## src/rtl/des_cbc_ctrl.sv

```systemverilog
// -----------------------------------------------------------------------------
// des_cbc_ctrl
//
// Block-mode wrapper around an external DES core. Accepts one 64-bit block at
// a time, applies ECB or CBC chaining around the core, and returns the result
// through a valid/ready output handshake. A watchdog on the core response sets
// a sticky error that blocks further input until the chain register is
// reloaded.
//
// Ports
//   i_Clk        clock, rising edge
//   i_Rst        asynchronous reset, active low
//   i_Mode       0 = ECB, 1 = CBC (sampled at block accept)
//   i_fDec       1 = decrypt      (sampled at block accept)
//   i_Key        DES key          (sampled at block accept)
//   i_IVLoad     load chain register from i_IV and clear o_Err (IDLE only)
//   i_IV         initialisation vector
//   i_InValid    input block valid
//   o_InReady    input block ready (IDLE and no error)
//   i_InData     input block
//   o_OutValid   output block valid (OUTPUT state)
//   i_OutReady   output block ready
//   o_OutData    output block
//   o_CoreStart  one-cycle start pulse to the DES core
//   o_CoreDec    core direction
//   o_CoreKey    core key
//   o_CoreText   core input text
//   i_CoreDone   one-cycle completion pulse from the core
//   i_CoreText   core result, valid with i_CoreDone
//   o_Busy       high whenever the FSM is not in IDLE
//   o_Err        sticky core-timeout flag
//
// P_TIMEOUT is the number of WAIT cycles tolerated before the timeout fires;
// the WAIT counter is 6 bits wide, so the usable range is 1..64.
// -----------------------------------------------------------------------------
module des_cbc_ctrl #(
  parameter int P_TIMEOUT = 32
) (
  input  logic        i_Clk,
  input  logic        i_Rst,
  input  logic        i_Mode,
  input  logic        i_fDec,
  input  logic [63:0] i_Key,
  input  logic        i_IVLoad,
  input  logic [63:0] i_IV,
  input  logic        i_InValid,
  output logic        o_InReady,
  input  logic [63:0] i_InData,
  output logic        o_OutValid,
  input  logic        i_OutReady,
  output logic [63:0] o_OutData,
  output logic        o_CoreStart,
  output logic        o_CoreDec,
  output logic [63:0] o_CoreKey,
  output logic [63:0] o_CoreText,
  input  logic        i_CoreDone,
  input  logic [63:0] i_CoreText,
  output logic        o_Busy,
  output logic        o_Err
);

  localparam logic [1:0] S_IDLE   = 2'd0;
  localparam logic [1:0] S_START  = 2'd1;
  localparam logic [1:0] S_WAIT   = 2'd2;
  localparam logic [1:0] S_OUTPUT = 2'd3;

  // Counter value seen in the last permitted WAIT cycle.
  localparam logic [5:0] CNT_LAST = 6'(P_TIMEOUT - 1);

  logic [1:0]  state_q,     state_d;
  logic        mode_q,      mode_d;
  logic        dec_q,       dec_d;
  logic [63:0] key_q,       key_d;
  logic [63:0] blk_q,       blk_d;
  logic [63:0] core_text_q, core_text_d;
  logic [63:0] chain_q,     chain_d;
  logic [5:0]  cnt_q,       cnt_d;
  logic [63:0] out_data_q,  out_data_d;
  logic        err_q,       err_d;

  logic        in_ready;
  logic        accept;
  logic [63:0] chain_sel;

  // Ready is also masked by the reset pin so every handshake output reads
  // low while reset is held.
  assign in_ready  = (state_q == S_IDLE) && !err_q;
  assign accept    = in_ready && i_InValid;

  // An IV load in the accept cycle applies to the block being accepted.
  assign chain_sel = i_IVLoad ? i_IV : chain_q;

  always_comb begin
    state_d     = state_q;
    mode_d      = mode_q;
    dec_d       = dec_q;
    key_d       = key_q;
    blk_d       = blk_q;
    core_text_d = core_text_q;
    chain_d     = chain_q;
    cnt_d       = cnt_q;
    out_data_d  = out_data_q;
    err_d       = err_q;

    case (state_q)
      S_IDLE: begin
        if (i_IVLoad) begin
          chain_d = i_IV;
          err_d   = 1'b0;
        end
        if (accept) begin
          mode_d = i_Mode;
          dec_d  = i_fDec;
          key_d  = i_Key;
          blk_d  = i_InData;
          // Only CBC encrypt whitens the plaintext before the core.
          if (i_Mode && !i_fDec) begin
            core_text_d = i_InData ^ chain_sel;
          end else begin
            core_text_d = i_InData;
          end
          state_d = S_START;
        end
      end

      S_START: begin
        cnt_d   = 6'd0;
        state_d = S_WAIT;
      end

      S_WAIT: begin
        if (i_CoreDone) begin
          // Only CBC decrypt unwhitens the core output.
          if (mode_q && dec_q) begin
            out_data_d = i_CoreText ^ chain_q;
          end else begin
            out_data_d = i_CoreText;
          end
          // CBC chains on ciphertext: the core output when encrypting,
          // the captured input block when decrypting. ECB leaves it alone.
          if (mode_q) begin
            chain_d = dec_q ? blk_q : i_CoreText;
          end
          state_d = S_OUTPUT;
        end else if (cnt_q == CNT_LAST) begin
          // Abandon the block; chain is deliberately left untouched.
          err_d   = 1'b1;
          state_d = S_IDLE;
        end else begin
          cnt_d = cnt_q + 6'd1;
        end
      end

      S_OUTPUT: begin
        if (i_OutReady) begin
          state_d = S_IDLE;
        end
      end

      default: begin
        state_d = S_IDLE;
      end
    endcase
  end

  always_ff @(posedge i_Clk or negedge i_Rst) begin
    if (!i_Rst) begin
      state_q     <= S_IDLE;
      mode_q      <= 1'b0;
      dec_q       <= 1'b0;
      key_q       <= '0;
      blk_q       <= '0;
      core_text_q <= '0;
      chain_q     <= '0;
      cnt_q       <= '0;
      out_data_q  <= '0;
      err_q       <= 1'b0;
    end else begin
      state_q     <= state_d;
      mode_q      <= mode_d;
      dec_q       <= dec_d;
      key_q       <= key_d;
      blk_q       <= blk_d;
      core_text_q <= core_text_d;
      chain_q     <= chain_d;
      cnt_q       <= cnt_d;
      out_data_q  <= out_data_d;
      err_q       <= err_d;
    end
  end

  // Core-side operands come straight from the capture registers, which only
  // change on accept, so they stay stable for the whole START/WAIT span.
  assign o_CoreStart = (state_q == S_START);
  assign o_CoreDec   = dec_q;
  assign o_CoreKey   = key_q;
  assign o_CoreText  = core_text_q;

  assign o_InReady   = in_ready && i_Rst;
  assign o_OutValid  = (state_q == S_OUTPUT);
  assign o_OutData   = out_data_q;
  assign o_Busy      = (state_q != S_IDLE);
  assign o_Err       = err_q;

endmodule

```

## config.mk

```make
export PLATFORM = sky130hd
export DESIGN_NAME = des_cbc_ctrl
export DESIGN_NICKNAME = d
export VERILOG_FILES = /design/src/rtl/des_cbc_ctrl.sv
export SDC_FILE = /design/constraint.sdc
export NUM_CORES = 1
export LEC_CHECK = 0
export CORE_AREA = 3 3 196 198
export DETAILED_ROUTE_END_ITERATION = 12
export DIE_AREA = 0 0 199 201
export PLACE_DENSITY = 0.74
export SYNTH_ARGS = -nofsm -noshare
export SYNTH_HDL_FRONTEND = slang
export SYNTH_SLANG_ARGS = --single-unit
```

## constraint.sdc

```tcl
create_clock -name i_Clk -period 5.2 [get_ports i_Clk]
set_clock_uncertainty 0.1 [all_clocks]
set_input_delay 1.3 -clock i_Clk [delete_from_list [all_inputs] [get_ports i_Clk]]
set_output_delay 1.3 -clock i_Clk [all_outputs]
set_load 0.05 [all_outputs]
```

[Yosys cells after proc, flatten, opt, wreduce, memory -nomap -nowiden]
Index checks and enable logic that the tools add are counted.
Operators by class
  equal/unequal tests: 13
  reduce and logical (&&, ||, !) cells: 17
  bitwise logic cells: 2
  muxes and demuxes: 19
  add/sub/neg operators: 1
Operators by type and width (count)
  64-bit two-way mux: 6
  64-bit one-hot mux with 2 select lines: 1
  64-bit XOR: 2
  2-bit != test (second input constant): 7
  6-bit two-way mux: 2
  6-bit one-hot mux with 2 select lines: 1
  3-bit AND reduction: 3
  2-bit two-way mux: 4
  2-bit one-hot mux with 4 select lines: 1
  6-bit by 1-bit adder with 6-bit output (second input constant): 1
  6-bit by 5-bit equality test with 1-bit output (second input constant): 1
  2-bit nonzero test: 3
  1-bit logical AND: 5
  2-bit equality test (second input constant): 2
  2-bit AND reduction: 2
  4-bit AND reduction: 1
  1-bit two-way mux: 3
  3-bit != test (second input constant): 1
  2-bit by 1-bit equality test with 1-bit output (second input constant): 1
  1-bit logical NOT: 2
  2-bit logical NOT: 1
  2-bit by 1-bit != test with 1-bit output (second input constant): 1
  1-bit one-hot mux with 2 select lines: 1
Word-level totals
  bits in registers: 331
  input port bits: 264
  output and inout bits: 198

[Longest topological paths before layout]
Gate-level depths: netlist of run 1.
  depth in word-level cells: 5
  gate-level depth with buffers: 9
  depth with buffers taken out: 6

[Worst setup path after synthesis of run 1]
Ideal clock, no wire load.
  path type: input-to-output
  start: in i_Rst
  end: out o_InReady
  slack: 2.051 ns
  buffers on the path: 0
  required time: 3.800 ns
  arrival: 1.749 ns
  stages: 1
  cell sequence: and3_1
On the way
  longest elaborated chain between the ends: 1
Ends and longest elaborated chain
  start, declared: RTL line 40  | input logic i_Rst,
  1-bit logical AND: RTL line 199  | assign o_InReady = in_ready && i_Rst;
  end, declared: RTL line 47  | output logic o_InReady,
Every way passes these cells.

[Worst setup path after layout of run 1]
Ends and elaborated chain as after synthesis.

==> tab_implementation.tex, run 1 <==
\begin{tabular}{lr}
\hline
Metric & Value \\
\hline
\multicolumn{2}{l}{\textbf{Floorplanning}} \\
Die X & a little under 200 um \\
Die area & around 40000 um\^{}2 \\
Top-Level Pins & between 400 and 500 \\
Height of the chip & about 200 um \\
Initial core utilization & 44.1\% \\
Placeable core region & 36700 um\^{}2 \\
Number of rows in the core area & 70 \\
\multicolumn{2}{l}{\textbf{Setup path}} \\
Startpoint of the most critical register-to-register path & state\_q[0] \\
CP max-delay cell & clkdlybuf4s50\_1 \\
Number of cells on the worst reg-to-reg path & 6 \\
Ordered list of cells on the worst path & buf\_8 -> and3\_1 -> clkdlybuf4s50\_1 \\
Crit path buffers/inverters & 2 \\
Worst path max stage delay & 810 ps \\
Critical Path Start Type & input pin \\
Signal arrival time at the worst endpoint & roughly 2600 ps \\
Worst setup slack for register-to-register paths & 2090 ps \\
Data required, critical path & between 3000 and 4000 ps \\
Delay-heaviest family, CP & buffers and inverters \\
Critical path fanouts, max & 35 \\
Type of destination of the critical path & output pin \\
Worst R2R End & chain\_q[6] \\
Category of the most critical setup path & input pin to output pin \\
\multicolumn{2}{l}{\textbf{Detailed routing}} \\
Final Routed Wirelength & 48.3 mm \\
1st-iter DRT viols & roughly 630 \\
Detail-routed via count per cell & between 5 and 6 \\
ANT nets after route & 0 \\
Total number of vias & between 10000 and 15000 \\
Average wire per cell in the routed design & between 20 and 25 um \\
Drc violations & 0 \\
First-pass iteration count of the detailed router & 4 \\
\multicolumn{2}{l}{\textbf{Run}} \\
Max Cap Violations & 0 \\
\multicolumn{2}{l}{\textbf{Finish}} \\
Filler Cell Count & 2975 \\
Post-layout nets & approximately 2100 \\
Layout cell share with drive strength beyond 1 & approximately 15\% \\
Post-synthesis to final-layout area growth & 38.0\% \\
\multicolumn{2}{l}{\textbf{Global route}} \\
Number of antenna violations at the first check in global routing & 10 \\
GRT Residual Overflow & 0 \\
Tot GR Track Use & 23.7\% \\
Wire length of the first global-routing pass & about 74 mm \\
Largest net degree at the start of global routing & roughly 140 \\
Vias in the first global route & between 10000 and 15000 \\
\multicolumn{2}{l}{\textbf{Timing}} \\
Transition at the pin with the smallest max-transition slack & roughly 1000 ps \\
Total negative slack for setup checks & 0 ps \\
Setup repair after global routing missed its margin & no \\
Finish-stage setup viols & 0 \\
Final worst path period share & between 70\% and 80\% \\
Min Clock Period, post-route & roughly 4000 ps \\
Slew Limit Fails & 0 \\
Relative slew slack & 32.2\% \\
Hold Fails Final Rpt & 0 \\
Maximum clock rate & approximately 0.25 GHz \\
Tightest hold margin & around 380 ps \\
\multicolumn{2}{l}{\textbf{Power}} \\
Part of the total power dissipated in combinational logic & 52.4\% \\
Power Internal & roughly 0.009 W \\
Power density over the cells & 706 nW/um\^{}2 \\
Portion of total power attributed to the clock network & roughly 18\% \\
Leakage power & about 9.3 nW \\
Switching power as a share of total power & around 44\% \\
Sequential fraction of design power & $\sim$30\% \\
Switching power summed over all nets & 0.00698 W \\
Highest ir drop seen on vdd & 0.471 mV \\
\multicolumn{2}{l}{\textbf{Worst hold path}} \\
Hold path depth & 2 \\
Startpoint of the most critical hold path & o\_CoreText[45] \\
Path class of the lowest-slack min-delay path & register to register \\
Terminating pin of the worst hold path & o\_CoreText[45] \\
\multicolumn{2}{l}{\textbf{Clock tree}} \\
\# hold bufs at CTS & 0 \\
Clock latency at the later pin of the worst-skew pair & roughly 520 ps \\
Count of H-tree levels built during CTS & 2 \\
Maximum number of buffers from clock root to sink & 3 \\
Clock net sink count & $\sim$330 \\
Num CTS Buffers & 38 \\
Number of buffers added for setup after CTS & 0 \\
TritonCTS clock tree & built \\
Number of resized instances in the post-cts repair step & 0 \\
CTS root buffer & clkbuf\_16 \\
Clock-pin slew on the worst setup and hold paths & approximately 50 ps \\
\multicolumn{2}{l}{\textbf{Yosys}} \\
Sequential cell area fraction in the yosys report & approximately half \\
Net Count, Synth & between 1500 and 2000 \\
Share of cell area taken by muxes after synthesis & 18.5\% \\
Count of synthesis-stage warnings from yosys & 0 \\
Unique cell type count in the Yosys netlist & between 40 and 50 \\
Share of the synthesized netlist area taken by xor and xnor gates & 6.93\% \\
Compound-Gate Fraction of Synth Area & under 10\% \\
Adder-cell share of the synthesized area & less than 1\% \\
Synthesized flop and latch total & 331 \\
Share of synthesized cell area in and, or, nand and nor gates & a little under a tenth \\
Synthesized netlist cell count & about 1500 \\
Post-synthesis instance area & around 16000 um\^{}2 \\
Post-synthesis average cell area & between 10 and 15 um\^{}2 \\
Combinational family with the most area after synthesis & multiplexers \\
\multicolumn{2}{l}{\textbf{Place}} \\
Weighted congestion at the end of routability-driven global placement & $\sim$0.84 \\
HPWL Detailed & roughly 32 mm \\
Quantity of I/O buffers inserted on ports & between 400 and 500 \\
\multicolumn{2}{l}{\textbf{Status}} \\
Result of the run & finished clean \\
\hline
\end{tabular}
metrics by stage:
stage | utilization, % | total power [W] | cells | instance area, um^2 | worst slack, ps
4_1_cts | 60.8 | 0.0159 | 2369 | 22300 | 1160
2_1_floorplan | - | 0.0103 | 1457 | 16200 | 2050
3_3_place_gp | 57.2 | 0.0128 | 2301 | 21000 | 1160
5_1_grt | 60.8 | 0.0166 | 2373 | 22300 | 1140
6_report | 60.8 | 0.0158 | 2374 | 22300 | 1180
3_5_place_dp | 57.2 | 0.0130 | 2301 | 21000 | 1160
worst max-delay path by stage:
stage / slack [ps] / start / end / cells after the start
after global routing: 1140 / i_Rst / o_InReady / 3
after global placement: 1160 / i_Rst / o_InReady / 3
after detailed placement: 1160 / i_Rst / o_InReady / 3
after CTS: 1160 / i_Rst / o_InReady / 3
after floorplan: 2050 / i_Rst / o_InReady / 1
final: 1180 / i_Rst / o_InReady / 3
synth_stat cells, drive strengths merged:
| master | n | area, um^2 |
|---|---|---|
| dfrtp | 331 | 8280 |
| o221ai | 1 | 8.76 |
| mux2 | 194 | 2340 |
| a21oi | 136 | 681 |
| o21a | 1 | 7.51 |
| and4b | 1 | 10.0 |
| o22ai | 1 | 6.26 |
| xor2 | 64 | 561 |
| nand3 | 6 | 35.0 |
| nand2 | 134 | 503 |
| a41oi | 1 | 8.76 |
| nor3 | 2 | 10.0 |
| ha | 6 | 75.1 |
| o21bai | 1 | 7.51 |
| a211oi | 64 | 480 |
| nor2 | 129 | 484 |
| o31ai | 2 | 15.0 |
| nand3b | 1 | 7.51 |
| and3 | 1 | 6.26 |
| nand2b | 4 | 25.0 |
| nor2b | 66 | 413 |
| and2 | 2 | 12.5 |
| a31o | 1 | 8.76 |
| clkbuf | 28 | 105 |
| nor3b | 1 | 7.51 |
| mux2i | 65 | 651 |
| o22a | 1 | 8.76 |
| o211ai | 1 | 7.51 |
| o311ai | 1 | 8.76 |
| a21boi | 1 | 7.51 |
| a22oi | 1 | 21.3 |
| inv | 8 | 30.0 |
| xnor2 | 64 | 561 |
| buf | 72 | 442 |
| o21ai | 65 | 325 |
worst min-delay path: cells and delay by family, from the launching register on:
family	cells	cell delay, ps
DFF	1	340
AOI/OAI and AO/OA	1	60
and+or+nand+nor	1	40
power groups by stage:
stage / clock network, W / logic [W] / registers, W
after floorplan: 0 / 0.00324 / 0.00711
after global placement: 0 / 0.00815 / 0.00469
after detailed placement: 0 / 0.00828 / 0.00474
after CTS: 0.00284 / 0.00832 / 0.00472
after global routing: 0.00294 / 0.00878 / 0.00488
final: 0.00277 / 0.00826 / 0.00472
cell usage in the layout, fill, tap and decap left out, types with 7 or more instances in the layout:
| cell | count |
|---|---|
| a211oi_1 | 64 |
| a21oi_1 | 136 |
| buf_4 | 13 |
| clkbuf_1 | 7 |
| clkbuf_16 | 41 |
| clkbuf_8 | 12 |
| clkdlybuf4s50_1 | 459 |
| dfrtp_1 | 330 |
| inv_1 | 7 |
| mux2_2 | 152 |
| mux2_4 | 42 |
| mux2i_1 | 65 |
| nand2_1 | 134 |
| nor2_1 | 129 |
| nor2b_1 | 66 |
| o21ai_0 | 65 |
| xnor2_1 | 64 |
| xor2_1 | 64 |
kinds of logic (layout without fill, tap and decap cells):
family	after synthesis	after routing
fa+ha+maj	6	6
other cells	0	5
flops	331	331
mux	259	259
compound gates	278	278
xor+xnor	128	128
simple gates	347	347
buf+inv	108	552
state kept, by name, summed over array words and instances, names as in the netlist:
signal	count
chain_q	64
o_CoreDec	1
o_CoreText	64
o_OutData	64
blk_q	64
state_q	2
o_Err	1
mode_q	1
cnt_q	6
o_CoreKey	64
routing by layer:
| layer | global-route usage (%) | vias up | routed length (um) |
|---|---|---|---|
| met4 | 7.58 | 10 | 1330 |
| li1 | - | 5818 | - |
| met2 | 39.2 | 424 | 23200 |
| met3 | 7.62 | 86 | 4170 |
| met5 | 0 | - | 68 |
| met1 | 29.4 | 6120 | 19600 |
cell type report:
type	count	area, um^2	area share, %
clock inverters	8	90.1	0.404
repair buffers	476	4770	21.4
flip-flops and latches	331	8290	37.1
multi-input cells	1018	7320	32.8
diodes	5	12.5	0.0561
well taps	468	586	2.62
inverters	8	32.5	0.146
clock buffers	60	1220	5.46
(Power assumes the default switching activity.)
==> run 2: changes to the inputs <==
Settings changed: PLACE_DENSITY 0.74 to 0.77.
Clock period 5.2 ns to 3.6 ns, I/O delays scaled along.
==> run 2 against run 1 <==
- clock-buffer cell count shrank 2
- non-clock buffer count grew 4
- combinational power grew 46%
==> tab_implementation.tex, run 2 (same netlist as run 1, synthesis figures left out) <==
\begin{tabular}{lr}
\hline
Metric & Value \\
\hline
\multicolumn{2}{l}{\textbf{Floorplanning}} \\
Height of the chip & 201 um \\
Top-Level Pins & $\sim$460 \\
Die X & $\sim$200 um \\
Placeable core region & about 37000 um\^{}2 \\
Die area & between 30000 and 40000 um\^{}2 \\
Number of rows in the core area & 70 \\
Initial core utilization & approximately 44\% \\
\multicolumn{2}{l}{\textbf{Timing}} \\
Transition at the pin with the smallest max-transition slack & 959 ps \\
Hold Fails Final Rpt & 0 \\
Maximum clock rate & roughly 0.30 GHz \\
Setup repair after global routing missed its margin & no \\
Relative slew slack & 36.1\% \\
Slew Limit Fails & 0 \\
Min Clock Period, post-route & 3330 ps \\
Finish-stage setup viols & 0 \\
Final worst path period share & around 93\% \\
Total negative slack for setup checks & 0 ps \\
\multicolumn{2}{l}{\textbf{Global route}} \\
Number of antenna violations at the first check in global routing & 8 \\
Wire length of the first global-routing pass & 74.2 mm \\
GRT Residual Overflow & 0 \\
Tot GR Track Use & 23.6\% \\
Most Used Layer, Global Route & met2 \\
Vias in the first global route & 13222 \\
Met1 demand-to-capacity share in global routing & 29.4\% \\
Largest net degree at the start of global routing & 131 \\
Met3 usage in global routing & around 7\% \\
Grt met2 use & about two fifths \\
\multicolumn{2}{l}{\textbf{Finish}} \\
Layout cell share with drive strength beyond 1 & approximately 15\% \\
Post-layout nets & between 2000 and 2500 \\
Most common library cell in the layout ignoring fill and taps & clkdlybuf4s50\_1 \\
Final std cell area, no fill & about 22000 um\^{}2 \\
Final std cells w/o fill & between 2000 and 2500 \\
Filler Cell Count & 2943 \\
Post-synthesis to final-layout area growth & 38.6\% \\
Leading cell types in the layout, fill and taps excluded & 458 x clkdlybuf4s50\_1, 330 x dfrtp\_1, 152 x mux2\_2, 136 x a21oi\_1, 134 x nand2\_1 \\
\multicolumn{2}{l}{\textbf{Run}} \\
Max Cap Violations & 0 \\
\multicolumn{2}{l}{\textbf{Place}} \\
Placed Area & around 21000 um\^{}2 \\
Weighted congestion at the end of routability-driven global placement & roughly 0.82 \\
Post-placement cell count & $\sim$2300 \\
HPWL Detailed & $\sim$32 mm \\
Quantity of I/O buffers inserted on ports & approximately 460 \\
\multicolumn{2}{l}{\textbf{Clock tree}} \\
Num CTS Buffers & 38 \\
Number of buffers added for setup after CTS & 0 \\
Clock latency at the later pin of the worst-skew pair & about 540 ps \\
CTS root buffer & clkbuf\_16 \\
\# hold bufs at CTS & 0 \\
TritonCTS clock tree & built \\
Clock net sink count & between 300 and 400 \\
Clock-pin slew on the worst setup and hold paths & $\sim$50 ps \\
Maximum number of buffers from clock root to sink & 3 \\
Count of H-tree levels built during CTS & 2 \\
Number of resized instances in the post-cts repair step & 0 \\
\multicolumn{2}{l}{\textbf{Detailed routing}} \\
Drc violations & 0 \\
Detail-routed via count per cell & 5.31 \\
ANT nets after route & 0 \\
1st-iter DRT viols & about 580 \\
Total number of vias & between 10000 and 15000 \\
Final Routed Wirelength & 47.7 mm \\
First-pass iteration count of the detailed router & 6 \\
Average wire per cell in the routed design & between 20 and 25 um \\
\multicolumn{2}{l}{\textbf{Setup path}} \\
Data required, critical path & $\sim$2600 ps \\
Category of the most critical setup path & register to output pin \\
Type of destination of the critical path & output pin \\
Worst setup startpoint & state\_q[0] \\
Critical Path Start Type & register \\
Startpoint of the most critical register-to-register path & o\_CoreDec \\
Critical path fanouts, max & 6 \\
Signal arrival time at the worst endpoint & roughly 2300 ps \\
\multicolumn{2}{l}{\textbf{Power}} \\
Highest ir drop seen on vdd & $\sim$0.76 mV \\
Leakage power & slightly above 9 nW \\
Power density over the cells & a little over 1000 nW/um\^{}2 \\
\multicolumn{2}{l}{\textbf{Worst hold path}} \\
Path class of the lowest-slack min-delay path & input pin to asynchronous set/reset pin \\
\multicolumn{2}{l}{\textbf{Status}} \\
Result of the run & finished clean \\
\hline
\end{tabular}
run 2: cell types whose count changed in the layout (fill, tap and decap cells not counted), sizes merged:
cell,change
buf,+5
diode,-3
clkbuf,-2
clkinvlp,+2
clkdlybuf4s50,-1
inv,+1
run 2: cell type report:
type | instances | area (um^2) | share of cell area, %
clock inverters | 11 | 114 | 0.508
clock buffers | 58 | 1150 | 5.12
repair buffers | 480 | 4910 | 21.9
multi-input cells | 1018 | 7320 | 32.7
flip-flops and latches | 331 | 8290 | 37.0
diodes | 2 | 5.00 | 0.0223
inverters | 8 | 32.5 | 0.145
well taps | 468 | 586 | 2.61
run 2: power by group:
part           leakage (nW)  switching [W]  internal, W  total (W)
registers              3.90        0.00111      0.00560    0.00671
clock network         0.620        0.00154      0.00234    0.00389
logic                  4.79        0.00742      0.00469     0.0121
total                  9.32         0.0101       0.0126     0.0227
run 2: path summary, 6_finish.rpt:
check	end	slack, ps	depth (start not counted)
min in group i_Clk	o_CoreText[2]	380	2
max	o_Busy	270	4
max in group asynchronous	o_CoreText[58]	1800	3
max reg2reg	o_OutData[45]	1160	6
min reg2reg	o_CoreText[2]	380	2
min	cnt_q[0]	350	2
run 2: through the flow:
stage / utilization, % / setup WS (ps) / total power (W) / hold slack [ps]
4_1_cts: 61.0 / 197 / 0.0229 / 383
2_1_floorplan: - / 1250 / 0.0149 / 380
6_report: 61.0 / 268 / 0.0227 / 345
3_3_place_gp: 57.6 / 668 / 0.0186 / 360
5_1_grt: 61.0 / 128 / 0.0239 / 400
3_5_place_dp: 57.6 / 656 / 0.0189 / 372
run 2: critical path: stages (launching register included):
cell and delay (ps):
dfrtp_1 420, inv_1 100, ha_1 330, inv_1 110, clkdlybuf4s50_1 830
run 2: layer usage:
metal  routed length, um  part of all wire, %
met1               19000                   40
met2               23200                   49
met3                4210                  8.8
met4                1290                  2.7
met5                  27                0.057
==> run 3: changes to the inputs <==
Settings changed: CELL_PAD_IN_SITES_DETAIL_PLACEMENT set to 1, CELL_PAD_IN_SITES_GLOBAL_PLACEMENT set to 2, CORE_AREA 3 3 196 198 to 3 3 249 251, DIE_AREA 0 0 199 201 to 0 0 252 254, PLACE_DENSITY 0.77 to not set, PLACE_DENSITY_LB_ADDON set to 0.1.
==> run 3 against run 2 <==
- non-clock buffer count grew 8
- sequential power grew 1%
- global-route usage shrank 5.4 points
- clock-buffer cell count grew 9
- clock power grew 17%
- largest power group unchanged
- worst setup slack lost 9.9 ps
- combinational power is essentially flat
- critical path depth is the same
==> tab_implementation.tex, run 3 (same netlist as run 1, synthesis figures left out) <==
\begin{tabular}{lr}
\hline
Metric & Value \\
\hline
\multicolumn{2}{l}{\textbf{Clock tree}} \\
Clock net sink count & 331 \\
CTS root buffer & clkbuf\_16 \\
Maximum number of buffers from clock root to sink & 3 \\
Clock latency at the later pin of the worst-skew pair & 560 ps \\
Count of H-tree levels built during CTS & 2 \\
Clock-pin slew on the worst setup and hold paths & approximately 60 ps \\
TritonCTS clock tree & built \\
Number of resized instances in the post-cts repair step & 0 \\
Num CTS Buffers & 44 \\
\multicolumn{2}{l}{\textbf{Global route}} \\
Largest net degree at the start of global routing & 149 \\
Vias in the first global route & about 14000 \\
Tot GR Track Use & roughly 18\% \\
Number of antenna violations at the first check in global routing & 13 \\
Wire length of the first global-routing pass & 88.6 mm \\
GRT Residual Overflow & 0 \\
\multicolumn{2}{l}{\textbf{Worst hold path}} \\
Hold path depth & 2 \\
Startpoint of the most critical hold path & o\_CoreText[54] \\
Terminating pin of the worst hold path & o\_CoreText[54] \\
Path class of the lowest-slack min-delay path & register to register \\
\multicolumn{2}{l}{\textbf{Setup path}} \\
Worst R2R End & chain\_q[45] \\
Type of destination of the critical path & output pin \\
Critical Path Start Type & register \\
Category of the most critical setup path & register to output pin \\
Number of cells on the worst reg-to-reg path & 6 \\
Signal arrival time at the worst endpoint & around 2300 ps \\
Critical path fanouts, max & 6 \\
Data required, critical path & around 2600 ps \\
Startpoint of the most critical register-to-register path & state\_q[0] \\
Worst setup slack for register-to-register paths & around 940 ps \\
\multicolumn{2}{l}{\textbf{Timing}} \\
Finish-stage setup viols & 0 \\
Setup repair after global routing missed its margin & no \\
Tightest hold margin & around 380 ps \\
Maximum clock rate & 0.299 GHz \\
Transition at the pin with the smallest max-transition slack & 1100 ps \\
Slew Limit Fails & 0 \\
Total negative slack for setup checks & 0 ps \\
Min Clock Period, post-route & roughly 3300 ps \\
Hold Fails Final Rpt & 0 \\
Relative slew slack & 26.4\% \\
Final worst path period share & 92.8\% \\
\multicolumn{2}{l}{\textbf{Floorplanning}} \\
Die area & $\sim$64000 um\^{}2 \\
Top-Level Pins & between 400 and 500 \\
Placeable core region & 60100 um\^{}2 \\
Number of rows in the core area & 90 \\
Height of the chip & 254 um \\
Die X & around 250 um \\
Initial core utilization & roughly 27\% \\
\multicolumn{2}{l}{\textbf{Power}} \\
Leakage power & 9.48 nW \\
Power density over the cells & between 1000 and 1500 nW/um\^{}2 \\
Highest ir drop seen on vdd & about 0.65 mV \\
\multicolumn{2}{l}{\textbf{Place}} \\
Post-placement cell count & around 2600 \\
HPWL Detailed & about 40 mm \\
Quantity of I/O buffers inserted on ports & between 400 and 500 \\
Weighted congestion at the end of routability-driven global placement & 0.732 \\
\multicolumn{2}{l}{\textbf{Finish}} \\
Most common library cell in the layout ignoring fill and taps & clkdlybuf4s50\_1 \\
Layout cell share with drive strength beyond 1 & between 10\% and 20\% \\
Post-layout nets & 2161 \\
Post-synthesis to final-layout area growth & 42.9\% \\
Utilization of the core after routing & slightly below 40\% \\
Filler Cell Count & between 6000 and 7000 \\
Leading cell types in the layout, fill and taps excluded & 458 x clkdlybuf4s50\_1, 330 x dfrtp\_1, 152 x mux2\_2, 136 x a21oi\_1, 134 x nand2\_1 \\
Final std cells w/o fill & about 2700 \\
\multicolumn{2}{l}{\textbf{Status}} \\
Result of the run & finished clean \\
\multicolumn{2}{l}{\textbf{Detailed routing}} \\
1st-iter DRT viols & 425 \\
First-pass iteration count of the detailed router & 4 \\
Total number of vias & 12590 \\
Detail-routed via count per cell & 4.65 \\
Drc violations & 0 \\
ANT nets after route & 0 \\
Final Routed Wirelength & $\sim$59 mm \\
Average wire per cell in the routed design & 21.6 um \\
\multicolumn{2}{l}{\textbf{Run}} \\
Max Cap Violations & 0 \\
\hline
\end{tabular}
## run 3: what timing repair did
item	4_1_cts	5_1_grt
hold endpoints to repair	5	0
setup buffers	0	0
hold buffers	1	0
## run 3: routing by layer
layer	routed length [um]	vias to the layer above	track usage, %
met5	128	-	0
met3	4470	82	6.72
met2	28400	284	31.1
li1	-	5849	-
met4	1040	18	4.00
met1	24600	6357	21.9
## run 3: through the flow
stage                     setup WS [ps]  total power, W  area [um^2]
after floorplan                    1250          0.0149        16200
after global placement              715          0.0191        21600
after detailed placement            695          0.0193        21600
after CTS                           211          0.0241        23100
after global routing               92.3          0.0251        23100
final                               258          0.0236        23100
## run 3: worst max-delay path: stages, from the launching register on
cell and delay [ps]:
dfrtp_1 410, inv_1 150, ha_1 410, inv_1 100
clkdlybuf4s50_1 720
## run 3: area by class of cell
cell class                      instances  area (um^2)  share of cell area (%)
Clock buffer                           67         1340                    5.80
Antenna cell                            5         12.5                  0.0542
Multi-Input combinational cell       1018         7330                    31.7
Tap cell                              782          978                    4.24
Timing Repair Buffer                  488         4970                    21.5
Clock inverter                         10          150                   0.650
Inverter                                8         32.5                   0.141
Sequential cell                       331         8290                    35.9
## run 3: where the power goes
part           internal [W]  switching [W]
registers           0.00561        0.00119
logic               0.00473        0.00757
clock network       0.00283        0.00172
total                0.0132         0.0105
## run 3: how the worst max path moves through the flow
| stage | cells after the start | to | slack [ps] | start |
|---|---|---|---|---|
| 3_3_place_gp | 5 | chain_q[37] | 720 | i_CoreDone |
| 6_report | 4 | o_Busy | 260 | state_q[1] |
| 3_5_place_dp | 5 | chain_q[49] | 700 | i_CoreDone |
| 2_1_floorplan | 1 | o_InReady | 1250 | i_Rst |
| 4_1_cts | 4 | o_Busy | 210 | state_q[1] |
| 5_1_grt | 4 | o_Busy | 90 | state_q[1] |
